===== config.mk =====
export PLATFORM = sky130hd
export DESIGN_NAME = screen_writer
export DESIGN_NICKNAME = d
export VERILOG_FILES = /design/src/rtl/screen_writer.sv
export SDC_FILE = /design/constraint.sdc
export NUM_CORES = 1
export LEC_CHECK = 0
export BUFFER_PORTS_ARGS = -buffer_cell sky130_fd_sc_hd__buf_2
export CAP_MARGIN = 5
export CORE_UTILIZATION = 59
export CTS_CLUSTER_SIZE = 30
export DETAILED_ROUTE_END_ITERATION = 16
export PLACE_DENSITY = 0.86
export SKIP_CTS_REPAIR_TIMING = 1
export SLEW_MARGIN = 30
export SYNTH_ARGS = -nofsm -noshare
export SYNTH_HDL_FRONTEND = slang
export SYNTH_SLANG_ARGS = --single-unit

===== constraint.sdc =====
create_clock -name clk -period 6.9 [get_ports clk]
set_input_delay 0 -clock clk [delete_from_list [all_inputs] [get_ports clk]]
set_output_delay 0 -clock clk [all_outputs]
set_load 0.1 [all_outputs]

===== src/rtl/screen_writer.sv =====
// screen_writer: write-side engine for the character screen memory.
// Accepts put-char / set-cursor / newline / clear commands over valid/ready,
// tracks a text cursor and drives the memory write port. Clear sweeps every
// cell with code 0, one cell per cycle, while holding off new commands.
module screen_writer #(
  parameter int COLS   = 40,
  parameter int ROWS   = 30,
  parameter int CODE_W = 2
) (
  input  logic              clk,
  input  logic              reset,
  input  logic              cmd_valid,
  output logic              cmd_ready,
  input  logic [1:0]        cmd_op,
  input  logic [CODE_W-1:0] cmd_code,
  input  logic [5:0]        cmd_col,
  input  logic [4:0]        cmd_row,
  output logic              wr_en,
  output logic [10:0]       wr_addr,
  output logic [CODE_W-1:0] wr_data,
  output logic [5:0]        cursor_col,
  output logic [4:0]        cursor_row,
  output logic              busy
);

  typedef enum logic {IDLE, CLEAR} state_t;

  localparam logic [1:0]  OP_PUT = 2'b00;
  localparam logic [1:0]  OP_SET = 2'b01;
  localparam logic [1:0]  OP_CLR = 2'b10;
  localparam logic [1:0]  OP_NL  = 2'b11;

  localparam logic [5:0]  LP_COLS = 6'(COLS);
  localparam logic [4:0]  LP_ROWS = 5'(ROWS);
  localparam logic [5:0]  LP_CMAX = 6'(COLS - 1);
  localparam logic [4:0]  LP_RMAX = 5'(ROWS - 1);
  localparam logic [10:0] LP_COLS_A = 11'(COLS);
  localparam logic [10:0] LP_LAST   = 11'(COLS * ROWS - 1);

  state_t              r_state;
  logic                r_wr_en;
  logic [10:0]         r_wr_addr;
  logic [CODE_W-1:0]   r_wr_data;
  logic [5:0]          r_col;
  logic [4:0]          r_row;
  logic                r_busy;

  logic                w_ready;
  logic                w_accept;
  logic [10:0]         w_lin;
  logic                w_col_last;
  logic                w_row_last;
  logic [5:0]          w_col_inc;
  logic [4:0]          w_row_inc;
  logic                w_set_ok;
  logic                w_sweep_done;

  // Handshake, cursor arithmetic and linear address of the current cursor cell
  always_comb begin
    w_ready      = (r_state == IDLE);
    w_accept     = cmd_valid & w_ready;
    // Widen before multiplying so row*COLS (max 1199) is never truncated
    w_lin        = 11'(r_row) * LP_COLS_A + 11'(r_col);
    w_col_last   = (r_col == LP_CMAX);
    w_row_last   = (r_row == LP_RMAX);
    w_col_inc    = w_col_last ? 6'd0 : r_col + 6'd1;
    w_row_inc    = w_row_last ? 5'd0 : r_row + 5'd1;
    w_set_ok     = (cmd_col < LP_COLS) && (cmd_row < LP_ROWS);
    w_sweep_done = (r_wr_addr == LP_LAST);
  end

  // Command FSM: write port, cursor and clear sweep
  always_ff @(posedge clk or posedge reset) begin
    if (reset) begin
      r_state   <= IDLE;
      r_wr_en   <= 1'b0;
      r_wr_addr <= '0;
      r_wr_data <= '0;
      r_col     <= '0;
      r_row     <= '0;
      r_busy    <= 1'b0;
    end else begin
      case (r_state)
        IDLE: begin
          // Strobe lasts one cycle unless another put char lands right behind it
          r_wr_en <= 1'b0;
          if (w_accept) begin
            case (cmd_op)
              OP_PUT: begin
                r_wr_en   <= 1'b1;
                r_wr_addr <= w_lin;
                r_wr_data <= cmd_code;
                r_col     <= w_col_inc;
                if (w_col_last) r_row <= w_row_inc;
              end
              OP_SET: begin
                // Out-of-range targets are swallowed without moving the cursor
                if (w_set_ok) begin
                  r_col <= cmd_col;
                  r_row <= cmd_row;
                end
              end
              OP_NL: begin
                r_col <= '0;
                r_row <= w_row_inc;
              end
              OP_CLR: begin
                r_state   <= CLEAR;
                r_busy    <= 1'b1;
                r_wr_en   <= 1'b1;
                r_wr_addr <= '0;
                r_wr_data <= '0;
                r_col     <= '0;
                r_row     <= '0;
              end
              default: ;
            endcase
          end
        end
        CLEAR: begin
          // The address register doubles as the sweep counter
          if (w_sweep_done) begin
            r_state <= IDLE;
            r_busy  <= 1'b0;
            r_wr_en <= 1'b0;
          end else begin
            r_wr_addr <= r_wr_addr + 11'd1;
          end
        end
        default: r_state <= IDLE;
      endcase
    end
  end

  assign cmd_ready  = w_ready;
  assign wr_en      = r_wr_en;
  assign wr_addr    = r_wr_addr;
  assign wr_data    = r_wr_data;
  assign cursor_col = r_col;
  assign cursor_row = r_row;
  assign busy       = r_busy;

endmodule


Word level (Yosys, flattened, before mapping). Cells that the tools add are included.

Bits of input ports: 18. Output and inout bits: 27. Flip-flop bits (word level): 27. Logic and storage cells: 62.

Bitwise logic cells: 2. Equal/unequal tests: 13. $mul: 1. Add/sub/neg operators: 4. Muxes and demuxes: 23. Order comparisons: 2. Reduce and logical (&&, ||, !) cells: 10.

Operators with widths (number): 11-bit one-hot mux with 2 select lines (2); 11-bit 2-to-1 mux (2); 5-bit one-hot mux with 4 select lines (1); 6-bit one-hot mux with 3 select lines (1); 5-bit 2-to-1 mux (3); 6-bit 2-to-1 mux (2); 3-bit AND reduction (4); 11-bit by 1-bit adder with 11-bit output, second input constant (1); 11-bit by 6-bit adder with 11-bit output (1); 11-bit == test, second input constant (1); 5-bit by 3-bit multiplier with 8-bit output, second input constant (1); 1-bit 2-to-1 mux (8); 6-bit by 1-bit adder with 6-bit output, second input constant (1); 6-bit == test, second input constant (1); 6-bit < comparator, second input constant (1); 2-bit by 1-bit inequality test with 1-bit output, second input constant (3); 2-bit inequality test, second input constant (3); 1-bit one-hot mux with 2 select lines (3); 5-bit by 1-bit adder with 5-bit output, second input constant (1); 5-bit == test, second input constant (1); 5-bit < comparator, second input constant (1); 2-bit == test, second input constant (2); 2-bit one-hot mux with 2 select lines (1); 4-bit AND reduction (1); 8 further kinds (9).

Depth between registers and ports, before layout. Gate-level depths: netlist of the first run.

Depth in word-level cells: 5. Mapped depth: 9.

Worst setup path after synthesis of the first run. OpenSTA, ideal clock, no wires.

Path type: flip-flop to flip-flop. Start: reg r_row[3] (netlist: cursor_row[3]). End: reg r_wr_addr[9] (netlist: wr_addr[9]). Library setup time: 0.132 ns. Data required time: 6.768 ns. Path slack: 3.969 ns. Period minus slack after synthesis: 2.931 ns. Arrival time: 2.799 ns. Stages on the path, launching flop included: 10. Cell sequence: dfrtp_1 ha_1 ha_1 inv_1 fa_1 nand2b_1 a211oi_1 xnor3_1 nand3_1 nand3_1.

Cells in the longest elaborated chain, start to end: 5.

RTL lines: start: declaration (RTL line 45) `logic [4:0] r_row;`; start signal: assignment (RTL line 94) `if (w_col_last) r_row <= w_row_inc;`; start signal: assignment (RTL line 100) `r_row <= cmd_row;`; start signal: assignment (RTL line 105) `r_row <= w_row_inc;`; 5-bit by 3-bit multiplier with 8-bit output (RTL line 63) `w_lin = 11'(r_row) * LP_COLS_A + 11'(r_col);`; 11-bit by 6-bit adder with 11-bit output (RTL line 63); 11-bit one-hot mux with 2 select lines (RTL line 88) `case (cmd_op)`; 11-bit 2-to-1 mux (RTL line 87) `if (w_accept) begin`; 11-bit one-hot mux with 2 select lines (RTL line 83) `case (r_state)`; end signal: assignment (RTL line 91) `r_wr_addr <= w_lin;`; end signal: assignment (RTL line 127) `r_wr_addr <= r_wr_addr + 11'd1;`; end: declaration (RTL line 42) `logic [10:0] r_wr_addr;`.

Every way passes these cells. The select of a mux whose other input is x is not followed. A chain may end at the register's enable or synchronous reset.

Worst setup path in the final report of the first run.
Start: reg r_row[1] (netlist: cursor_row[1]). End: reg r_wr_addr[9] (netlist: wr_addr[9]).

Same word-level chain as after synthesis.

==> run summary, run 1 <==
H-tree Lvls: 1
Hold EP: cursor_row[1]$_DFFE_PP0P_
CTS tree: done
Via count of the first global-routing pass: 1752
Distinct cells, synth: 50
Max Freq: 407 MHz
Max-cap viol count: 0
Number of enable flip-flop cells after synthesis: 0
Ys flop type: dfrtp_1
Via Count: 1955
CP Data Required Time: 7140 ps
Reg-to-reg setup timing slack: 4440 ps
Failing checks: negative hold slack
DRC: 0
Pin count of the biggest net entering global routing: 28
Post-DP HPWL: 3500 um
Commonest non-fill, non-tap cell in the layout: buf_2
Core ar.: 0.00315 mm^2
Setup TNS: 0 ps
Setup violations, final: 0
CP Class: reg -> reg
R2r endpoint: wr_addr[9]$_DFFE_PP0P_
Initial core utilization: 64.1%
Syn Area/Cell: 8.64 um^2
Clk_lat worst skew: 340 ps
Router iterations before antenna repair: 5
Antenna cell count: 0
Critical Path Max Stage Delay: 480 ps
Worst hold path class: in -> reg
Mapped cell area: 0.00202 mm^2
Leakage: 1.11 nW
Final min period: 2460 ps
Seq cells post-synth: 27
Worst slew pin tran: 578 ps
CTS Buffer Depth: 2
Async S/R FF share, synth: 100%
I/O Pins: 45
Pwr/cell area: 151 mW/mm^2
Clock Pin Slew Worst Setup and Hold Paths: 160 ps
GRT overflow: 0
Worst r2r path cells: 9
Slew Limit Fails: 0
Unrepaired setup endpoints after global routing: false
Worst hold stages: 3
Initial antenna violation count: 0
Status: finished, violations left
CTS Buf Count: 3
CP endpoint kind: flop
DRT iter0 DRCs: 148
Routed Wire Length: 4680 um
Die ar.: 0.00366 mm^2
Wire length of the first global-routing pass: 7670 um
NumNets Final: 318
Skew final: 7.32 ps
Die height: 60.5 um
Period utilization: 35.6%
DR WL/cell: 14.4 um
Mapped Nets: 270
Commonest non-fill, non-tap cells in the layout: buf_2, dfrtp_1, nor2_1, a21oi_1, o21ai_0
Critical path launch point type: flop
FILL cells: 257
Min-delay src: cmd_row[1]
Post-Syn Instances: 234
Crit path DAT: 2700 ps
Critical path peak fanout: 6
GRT Total Usage: 27.5%
YS warnings: 0
Final hold viol count: 4
Worst Hold Slack: -23.6 ps
Die width: 60.5 um
Layout cells sized above 1: 19.9%
Slowest-stage cell, CP: dfrtp_1
Final ANT Viol Nets: 0
Critical R2R Launch: cursor_row[1]$_DFFE_PP0P_
Max_slew headroom: 61.4%
Peak VDD IR: 0.104 mV
Gpl congestion: 0.939
Root Driver: clkbuf_4
Number of vias per cell: 6.02
Critical path, cell by cell: ha_1, ha_1, inv_1, fa_1, nand2b_1, a211oi_1, xnor3_1, nand3_1, nand3_1
Num rows: 20
Sequential share of the synthesized area: 33.4%
Clk sink count: 27
Port-buffer cells: 44
Synth-to-Final Area Change: 15.9%
[synth_stat cells (all sizes together), types with 2 or more instances]
library cell	instances	area share (%)
and4	2	0.99
and3	2	0.62
clkbuf	4	0.74
inv	19	3.5
o22ai	3	0.93
nor2b	4	1.2
a21o	3	1.5
xor2	2	0.87
o41ai	2	1.2
nand4	5	1.5
dfrtp	27	33
nand3	10	2.5
fa	2	2.0
nor3	5	1.2
and2	2	0.62
buf	4	1.9
nor3b	2	0.74
nor2	21	3.9
ha	16	9.9
xnor2	5	2.2
a211oi	2	0.74
a21oi	21	5.2
a221oi	4	2.0
a32oi	3	1.3
a31oi	7	2.2
nand2	15	2.8
nand2b	6	1.9
o21ai	21	5.4
[power breakdown]
group          internal (mW)  switching (mW)  leakage (nW)
clock                 0.0218          0.0502        0.0177
combinational         0.0314          0.0752         0.763
sequential             0.164         0.00991         0.327
total                  0.217           0.135          1.11
[final cells by class]
type | count | area (um^2) | area share (%)
Multi-Input combinational cell | 180 | 1220 | 52.2
Timing Repair Buffer | 51 | 290 | 12.4
Clock inverter | 1 | 5.00 | 0.214
Inverter | 19 | 71.3 | 3.05
Clock buffer | 3 | 22.5 | 0.962
Sequential cell | 27 | 676 | 28.9
Tap cell | 44 | 55.1 | 2.35
[flip-flops by register name, summed over array words and instances (netlist names)]
name,flops
cursor_col,6
wr_data,2
wr_en,1
r_state,1
busy,1
wr_addr,11
cursor_row,5
[worst max-delay path by stage]
stage / depth (start not counted) / startpoint / endpoint
6_report: 9 / cursor_row[1]$_DFFE_PP0P_ / wr_addr[9]$_DFFE_PP0P_
5_1_grt: 9 / cursor_row[3]$_DFFE_PP0P_ / wr_addr[9]$_DFFE_PP0P_
4_1_cts: 9 / cursor_row[1]$_DFFE_PP0P_ / wr_addr[9]$_DFFE_PP0P_
3_5_place_dp: 9 / cursor_row[1]$_DFFE_PP0P_ / wr_addr[9]$_DFFE_PP0P_
3_3_place_gp: 9 / cursor_row[3]$_DFFE_PP0P_ / wr_addr[9]$_DFFE_PP0P_
2_1_floorplan: 9 / cursor_row[3]$_DFFE_PP0P_ / wr_addr[9]$_DFFE_PP0P_
[cell families (layout without fill, tap and decap cells)]
kind of cell / after synthesis / count (layout) / share of synthesized area, %
XOR/XNOR: 8 / 8 / 4.15
AO/OA/AOI/OAI: 77 / 77 / 25.3
AND/OR/NAND/NOR: 77 / 77 / 19.1
flip-flops: 27 / 27 / 33.4
adder cells (fa/ha/maj): 18 / 18 / 11.9
buffers and inverters: 27 / 74 / 6.13
[metrics by stage]
| step | utilization, % | instance area [um^2] | instances | worst slack [ps] | power [mW] |
|---|---|---|---|---|---|
| finish | 74.2 | 2340 | 325 | 4440 | 0.352 |
| floorplan | - | 2020 | 234 | 3970 | 0.256 |
| global route | 74.2 | 2340 | 325 | 4290 | 0.370 |
| detailed placement | 71.2 | 2240 | 314 | 4450 | 0.279 |
| CTS | 72.0 | 2270 | 318 | 4440 | 0.350 |
| global placement | 71.2 | 2240 | 314 | 4560 | 0.277 |
[worst max-delay path: cells and delay by family, from the launching register on]
family | cells | cell delay [ps]
AO/OA/AOI/OAI | 1 | 230
XOR/XNOR | 1 | 270
adder cells (fa/ha/maj) | 3 | 970
buffers and inverters | 1 | 70
flip-flops | 1 | 480
AND/OR/NAND/NOR | 3 | 360
[routing by layer]
layer  GRT usage, %  part of all wire [%]  up-vias
met5              0                     0        -
met3           2.56                   3.9        5
li1               -                     -      949
met2           46.5                    49       68
met4           7.47                  0.81        0
met1           38.0                    46      933
No activity file was read; power rests on OpenSTA's default activity.
==> inputs of run 2 (changes only) <==
--- a/config.mk
+++ b/config.mk
@@ -7,10 +7,10 @@
 export LEC_CHECK = 0
 export BUFFER_PORTS_ARGS = -buffer_cell sky130_fd_sc_hd__buf_2
 export CAP_MARGIN = 5
-export CORE_UTILIZATION = 59
+export CORE_UTILIZATION = 54
 export CTS_CLUSTER_SIZE = 30
 export DETAILED_ROUTE_END_ITERATION = 16
-export PLACE_DENSITY = 0.86
+export PLACE_DENSITY = 0.8
 export SKIP_CTS_REPAIR_TIMING = 1
 export SLEW_MARGIN = 30
 export SYNTH_ARGS = -nofsm -noshare
==> constraint.sdc (replaced) <==
create_clock -name clk -period 2.4 [get_ports clk]
set_input_delay 0 -clock clk [delete_from_list [all_inputs] [get_ports clk]]
set_output_delay 0 -clock clk [all_outputs]
set_load 0.1 [all_outputs]
==> run summary, run 2 (synthesis results as in run 1) <==
Port-buffer cells: 44 (unchanged)
Pwr/cell area: 451 mW/mm^2 (+200%)
CP delay by family, top: adder cells
Setup violations, final: 0 (unchanged)
Routed Wire Length: 4800 um (+2.7%)
Int Power: 0.694 mW (+220%)
CP Class: reg -> reg
Skew final: 2.80 ps (-4.52 ps)
Synth-to-Final Area Change: 21.0%
Buf/Inv on CP: 1 (unchanged)
Worst r2r path cells: 9 (unchanged)
Initial antenna violation count: 0 (unchanged)
Final hold viol count: 0 (-4)
Met3 Track Usage GR: 4.53% (+2.0 points)
Global Route met1 Usage: 32.3% (-5.7 points)
CP Depth: 9 (unchanged)
Antenna cell count: 0 (unchanged)
DRT iter0 DRCs: 192 (+30%)
Clock power share: 25.1% (+4.6 points)
Setup TNS: 0 ps (unchanged)
Status: finished clean
Critical path, cell by cell: ha_4, ha_1, inv_1, fa_2, nand2b_4, a211oi_2, xnor3_1, nand3_1, nand3_1
P_sw: 0.409 mW (+200%)
Router iterations before antenna repair: 5 (unchanged)
Core ar.: 0.00347 mm^2 (+10%)
Initial core utilization: 58.3% (-5.8 points)
Reg-to-reg setup timing slack: 80 ps (-4370 ps)
Grt met2 use: 42.9% (-3.6 points)
DR WL/cell: 14.5 um (+0.79%)
Placed Cells: 323 (+2.9%)
Commonest non-fill, non-tap cell in the layout: buf_2
I/O Pins: 45 (unchanged)
CTS tree: done
CTS Buf Count: 3 (unchanged)
Max reg flops: 11 (unchanged)
Number of vias per cell: 5.98 (-0.66%)
Critical path peak fanout: 4 (-2)
R2r endpoint: wr_addr[9]$_DFFE_PP0P_
Combinational share of power: 30.0% (-0.3 points)
Critical Path Max Stage Delay: 520 ps (+40 ps)
Via count of the first global-routing pass: 1818 (+3.8%)
Slew Limit Fails: 0 (unchanged)
Final min period: 2320 ps (-134 ps)
Max Freq: 431 MHz (+5.8%)
Max-cap viol count: 0 (unchanged)
Final ANT Viol Nets: 0 (unchanged)
Die ar.: 0.00399 mm^2 (+8.9%)
Clock Pin Slew Worst Setup and Hold Paths: 100 ps (-60 ps)
Gpl congestion: 0.921 (-2.0%)
Layout cells sized above 1: 28.4% (+8.5 points)
CP startpoint: cursor_row[3]$_DFFE_PP0P_
Peak VDD IR: 0.454 mV (+340%)
Clk_lat worst skew: 280 ps (-60 ps)
Via Count: 1978 (+1.2%)
CP Data Required Time: 2570 ps (-4570 ps)
GRT Total Usage: 25.1% (-2.4 points)
Switching share of power: 37.1% (-1.4 points)
DRC: 0 (unchanged)
Post-DP HPWL: 3680 um (+4.9%)
Slowest-stage cell, CP: dfrtp_4
Die width: 63.2 um (+4.4%)
Commonest non-fill, non-tap cells in the layout: buf_2, nor2_1, a21oi_1
Leakage: 1.13 nW (+2.2%)
Most Crowded Layer GR: met2
Share of power burned in registers: 44.9% (-4.4 points)
CP endpoint kind: flop
Worst slew pin tran: 544 ps (-34.1 ps)
Worst setup path endpoint: wr_addr[9]$_DFFE_PP0P_
Crit path DAT: 2490 ps (-210 ps)
Wire length of the first global-routing pass: 8060 um (+5.0%)
Post-route setup slack: 77.4 ps (-4370 ps)
Critical path launch point type: flop
Total power: 1.10 mW (+210%)
Setup WS pre-CTS: 25.7 ps (-4420 ps)
Critical R2R Launch: cursor_row[3]$_DFFE_PP0P_
Clk sink count: 27 (unchanged)
GRT overflow: 0 (unchanged)
Die height: 63.2 um (+4.4%)
NumNets Final: 322 (+1.3%)
CTS Buffer Depth: 2 (unchanged)
Num rows: 21 (+5.0%)
Crit path top cell by count: nand3_1
Unrepaired setup endpoints after global routing: true
Worst hold path class: in -> reg
Max_slew headroom: 63.8% (+2.3 points)
Finished Layout Cells: 331 (+1.8%)
Period utilization: 96.8% (+61 points)
Root Driver: clkbuf_8
Pin count of the biggest net entering global routing: 17 (-39%)
H-tree Lvls: 1 (unchanged)
[run 2: per-stage QoR]
| step | cell area, um^2 | hold slack (ps) | util (%) |
|---|---|---|---|
| floorplan | 2060 | 52.3 | - |
| global placement | 2340 | 62.8 | 67.5 |
| detailed placement | 2340 | 51.2 | 67.5 |
| CTS | 2390 | -260 | 68.9 |
| global route | 2440 | 35.5 | 70.5 |
| finish | 2440 | 4.25 | 70.5 |
[run 2: worst register-to-register path: stages (launching register included)]
cell,delay [ps]
dfrtp_4,520
ha_4,250
ha_1,200
inv_1,70
fa_2,450
nand2b_4,160
a211oi_2,150
xnor3_1,240
nand3_1,90
nand3_1,80
[run 2: cell type report]
type,instances,area [um^2]
clock inverter,1,7.51
sequential,27,699
fill,298,1020
timing repair buffer,55,308
inverter,19,71.3
clock buffer,3,41.3
tap,46,57.6
multi-input combinational,180,1260
[run 2: per-layer routing]
metal	up-vias	wire length (um)
met2	72	2280
met4	0	53
li1	949	-
met5	-	0
met3	6	251
met1	951	2210
[run 2: worst min-delay path by stage]
| stage | startpoint | end | slack, ps | cells after the start |
|---|---|---|---|---|
| 6_report | cmd_col[2] | cursor_col[2]$_DFFE_PP0P_ | 4 | 3 |
| 5_1_grt | cmd_col[0] | cursor_col[0]$_DFFE_PP0P_ | 40 | 3 |
| 4_1_cts | reset | wr_addr[7]$_DFFE_PP0P_ | -260 | 2 |
| 3_5_place_dp | reset | wr_addr[7]$_DFFE_PP0P_ | 50 | 2 |
| 3_3_place_gp | reset | wr_addr[7]$_DFFE_PP0P_ | 60 | 2 |
| 2_1_floorplan | reset | busy$_DFFE_PP0P_ | 50 | 1 |
[run 2: power by group through the flow]
| stage | clock [mW] | combinational (mW) | sequential [mW] |
|---|---|---|---|
| 5_1_grt | 0.301 | 0.355 | 0.499 |
| 3_5_place_dp | 0 | 0.312 | 0.507 |
| 3_3_place_gp | 0 | 0.308 | 0.506 |
| 4_1_cts | 0.281 | 0.314 | 0.498 |
| 6_report | 0.277 | 0.330 | 0.496 |
| 2_1_floorplan | 0 | 0.118 | 0.626 |
==> inputs of run 3 (changes only) <==
--- a/config.mk
+++ b/config.mk
@@ -7,6 +7,7 @@
 export LEC_CHECK = 0
 export BUFFER_PORTS_ARGS = -buffer_cell sky130_fd_sc_hd__buf_2
 export CAP_MARGIN = 5
+export CORE_ASPECT_RATIO = 0.75
 export CORE_UTILIZATION = 54
 export CTS_CLUSTER_SIZE = 30
 export DETAILED_ROUTE_END_ITERATION = 16
==> run summary, run 3 (synthesis results as in run 1) <==
Worst hold path class: in -> reg
CTS tree: done
Critical path, cell by cell: ha_4, ha_4, inv_2, fa_1, nand2b_4, a211oi_2, xnor3_1, nand3_1, nand3_1
CP Class: reg -> reg
Unrepaired setup endpoints after global routing: true
Critical path launch point type: flop
Skew final: 1.86 ps (-0.941 ps)
Final min period: 2350 ps (+25.2 ps)
Synth-to-Final Area Change: 21.5%
Gpl congestion: 0.870 (-5.4%)
Clock Pin Slew Worst Setup and Hold Paths: 100 ps (about the same)
Leakage: 1.12 nW (-1.1%)
Slowest-stage cell, CP: dfrtp_4
CP delay by family, top: adder cells
Clk sink count: 27 (unchanged)
Worst slew pin tran: 550 ps (+6.07 ps)
Switching share of power: 37.0% (-0.061 points)
Core ar.: 0.00342 mm^2 (-1.3%)
DRT iter0 DRCs: 194 (+1.0%)
Root Driver: clkbuf_8
Die height: 55.0 um (-13%)
CP Data Required Time: 2570 ps (about the same)
Combinational share of power: 30.7% (+0.7 points)
Worst Hold Slack: -6.76 ps (-11.0 ps)
NumNets Final: 321 (-0.31%)
Via Count: 1996 (+0.91%)
Wire length of the first global-routing pass: 8310 um (+3.2%)
Antenna cell count: 0 (unchanged)
Pwr/cell area: 453 mW/mm^2 (+0.34%)
GRT Total Usage: 27.6% (+2.5 points)
Max Freq: 426 MHz (-1.1%)
DR WL/cell: 15.3 um (+5.9%)
Peak VDD IR: 0.321 mV (-29%)
Initial core utilization: 59.0% (+0.77 points)
Number of vias per cell: 5.98 (about the same)
GRT overflow: 0 (unchanged)
Final hold viol count: 1 (+1)
Int Power: 0.700 mW (+0.90%)
Router iterations before antenna repair: 5 (unchanged)
Port-buffer cells: 44 (unchanged)
Via count of the first global-routing pass: 1731 (-4.8%)
CTS Buffer Depth: 2 (unchanged)
Clock power share: 24.4% (-0.7 points)
Max-cap viol count: 0 (unchanged)
CP endpoint kind: flop
Max reg flops: 11 (unchanged)
FILL cells: 280 (-6.0%)
Clk_lat worst skew: 280 ps (about the same)
Critical path peak fanout: 3 (-1)
I/O Pins: 45 (unchanged)
Pin count of the biggest net entering global routing: 21 (+4)
Commonest non-fill, non-tap cell in the layout: buf_2
Layout cells sized above 1: 28.5% (+0.10 points)
Max_slew headroom: 63.3% (-0.40 points)
Setup TNS: 0 ps (unchanged)
Period utilization: 97.8% (+1.1 points)
Post-DP HPWL: 3840 um (+4.4%)
Critical Path Max Stage Delay: 510 ps (about the same)
DRC: 0 (unchanged)
H-tree Lvls: 1 (unchanged)
P_sw: 0.411 mW (+0.64%)
Die ar.: 0.00399 mm^2 (about the same)
CTS Buf Count: 3 (unchanged)
Status: finished, violations left
Die width: 72.6 um (+15%)
Failing checks: negative hold slack
Share of power burned in registers: 44.9% (about the same)
Initial antenna violation count: 0 (unchanged)
Crit path DAT: 2520 ps (+30 ps)
Commonest non-fill, non-tap cells in the layout: buf_2, nor2_1, a21oi_1
Buf/Inv on CP: 1 (unchanged)
Num rows: 18 (-14%)
Final ANT Viol Nets: 0 (unchanged)
Setup violations, final: 0 (unchanged)
Slew Limit Fails: 0 (unchanged)
Routed Wire Length: 5130 um (+6.8%)
-- run 3: layer usage --
metal / wire [um] / share of wire [%] / GRT usage [%] / up-vias
met4: 30 / 0.59 / 5.88 / 0
li1: - / - / - / 960
met1: 2400 / 47 / 40.8 / 940
met5: 0 / 0 / 0 / -
met2: 2310 / 45 / 43.3 / 91
met3: 381 / 7.4 / 4.17 / 5
-- run 3: power by group through the flow --
stage,logic (mW),clock network [mW],registers (mW)
2_1_floorplan,0.118,0,0.626
3_3_place_gp,0.306,0,0.507
3_5_place_dp,0.313,0,0.508
4_1_cts,0.314,0.282,0.499
5_1_grt,0.364,0.295,0.503
6_report,0.341,0.272,0.499
-- run 3: layout make-up --
cell class | instances | area [um^2] | share of cell area, %
clock buffer | 3 | 41.3 | 1.68
clock inverter | 1 | 7.51 | 0.306
inverter | 19 | 71.3 | 2.90
multi-input combinational | 180 | 1270 | 51.9
sequential | 27 | 699 | 28.5
tap | 50 | 62.6 | 2.55
timing repair buffer | 54 | 300 | 12.2
-- run 3: metrics by stage --
stage                     cells  power, mW  setup WS, ps  area, um^2  util [%]
final                       334       1.11          52.2        2460      71.7
after CTS                   329       1.09         -10.9        2380      69.5
after detailed placement    325      0.821          2.70        2330      68.1
after floorplan             234      0.744         -28.4        2060         -
after global routing        334       1.16         -37.1        2460      71.7
after global placement      325      0.813          81.3        2330      68.1
-- run 3: path summary, 6_finish.rpt --
kind                                           start  depth (start not counted)  slack (ps)                   endpoint
max                        cursor_row[1]$_DFFE_PP0P_                          9          50     wr_addr[9]$_DFFE_PP0P_
min                                       cmd_col[0]                          3          -7  cursor_col[0]$_DFFE_PP0P_
max reg2reg                cursor_row[1]$_DFFE_PP0P_                          9          50     wr_addr[9]$_DFFE_PP0P_
min reg2reg                   wr_data[1]$_DFFE_PP0P_                          1         510     wr_data[1]$_DFFE_PP0P_
max in group asynchronous                      reset                          4        1590     wr_addr[0]$_DFFE_PP0P_
min in group asynchronous                      reset                          3         210  cursor_row[2]$_DFFE_PP0P_
-- run 3: tightest hold or removal path: cells and delay by family --
family,cells,cell delay [ps]
AOI/OAI and AO/OA,2,160
buffers and inverters,1,70
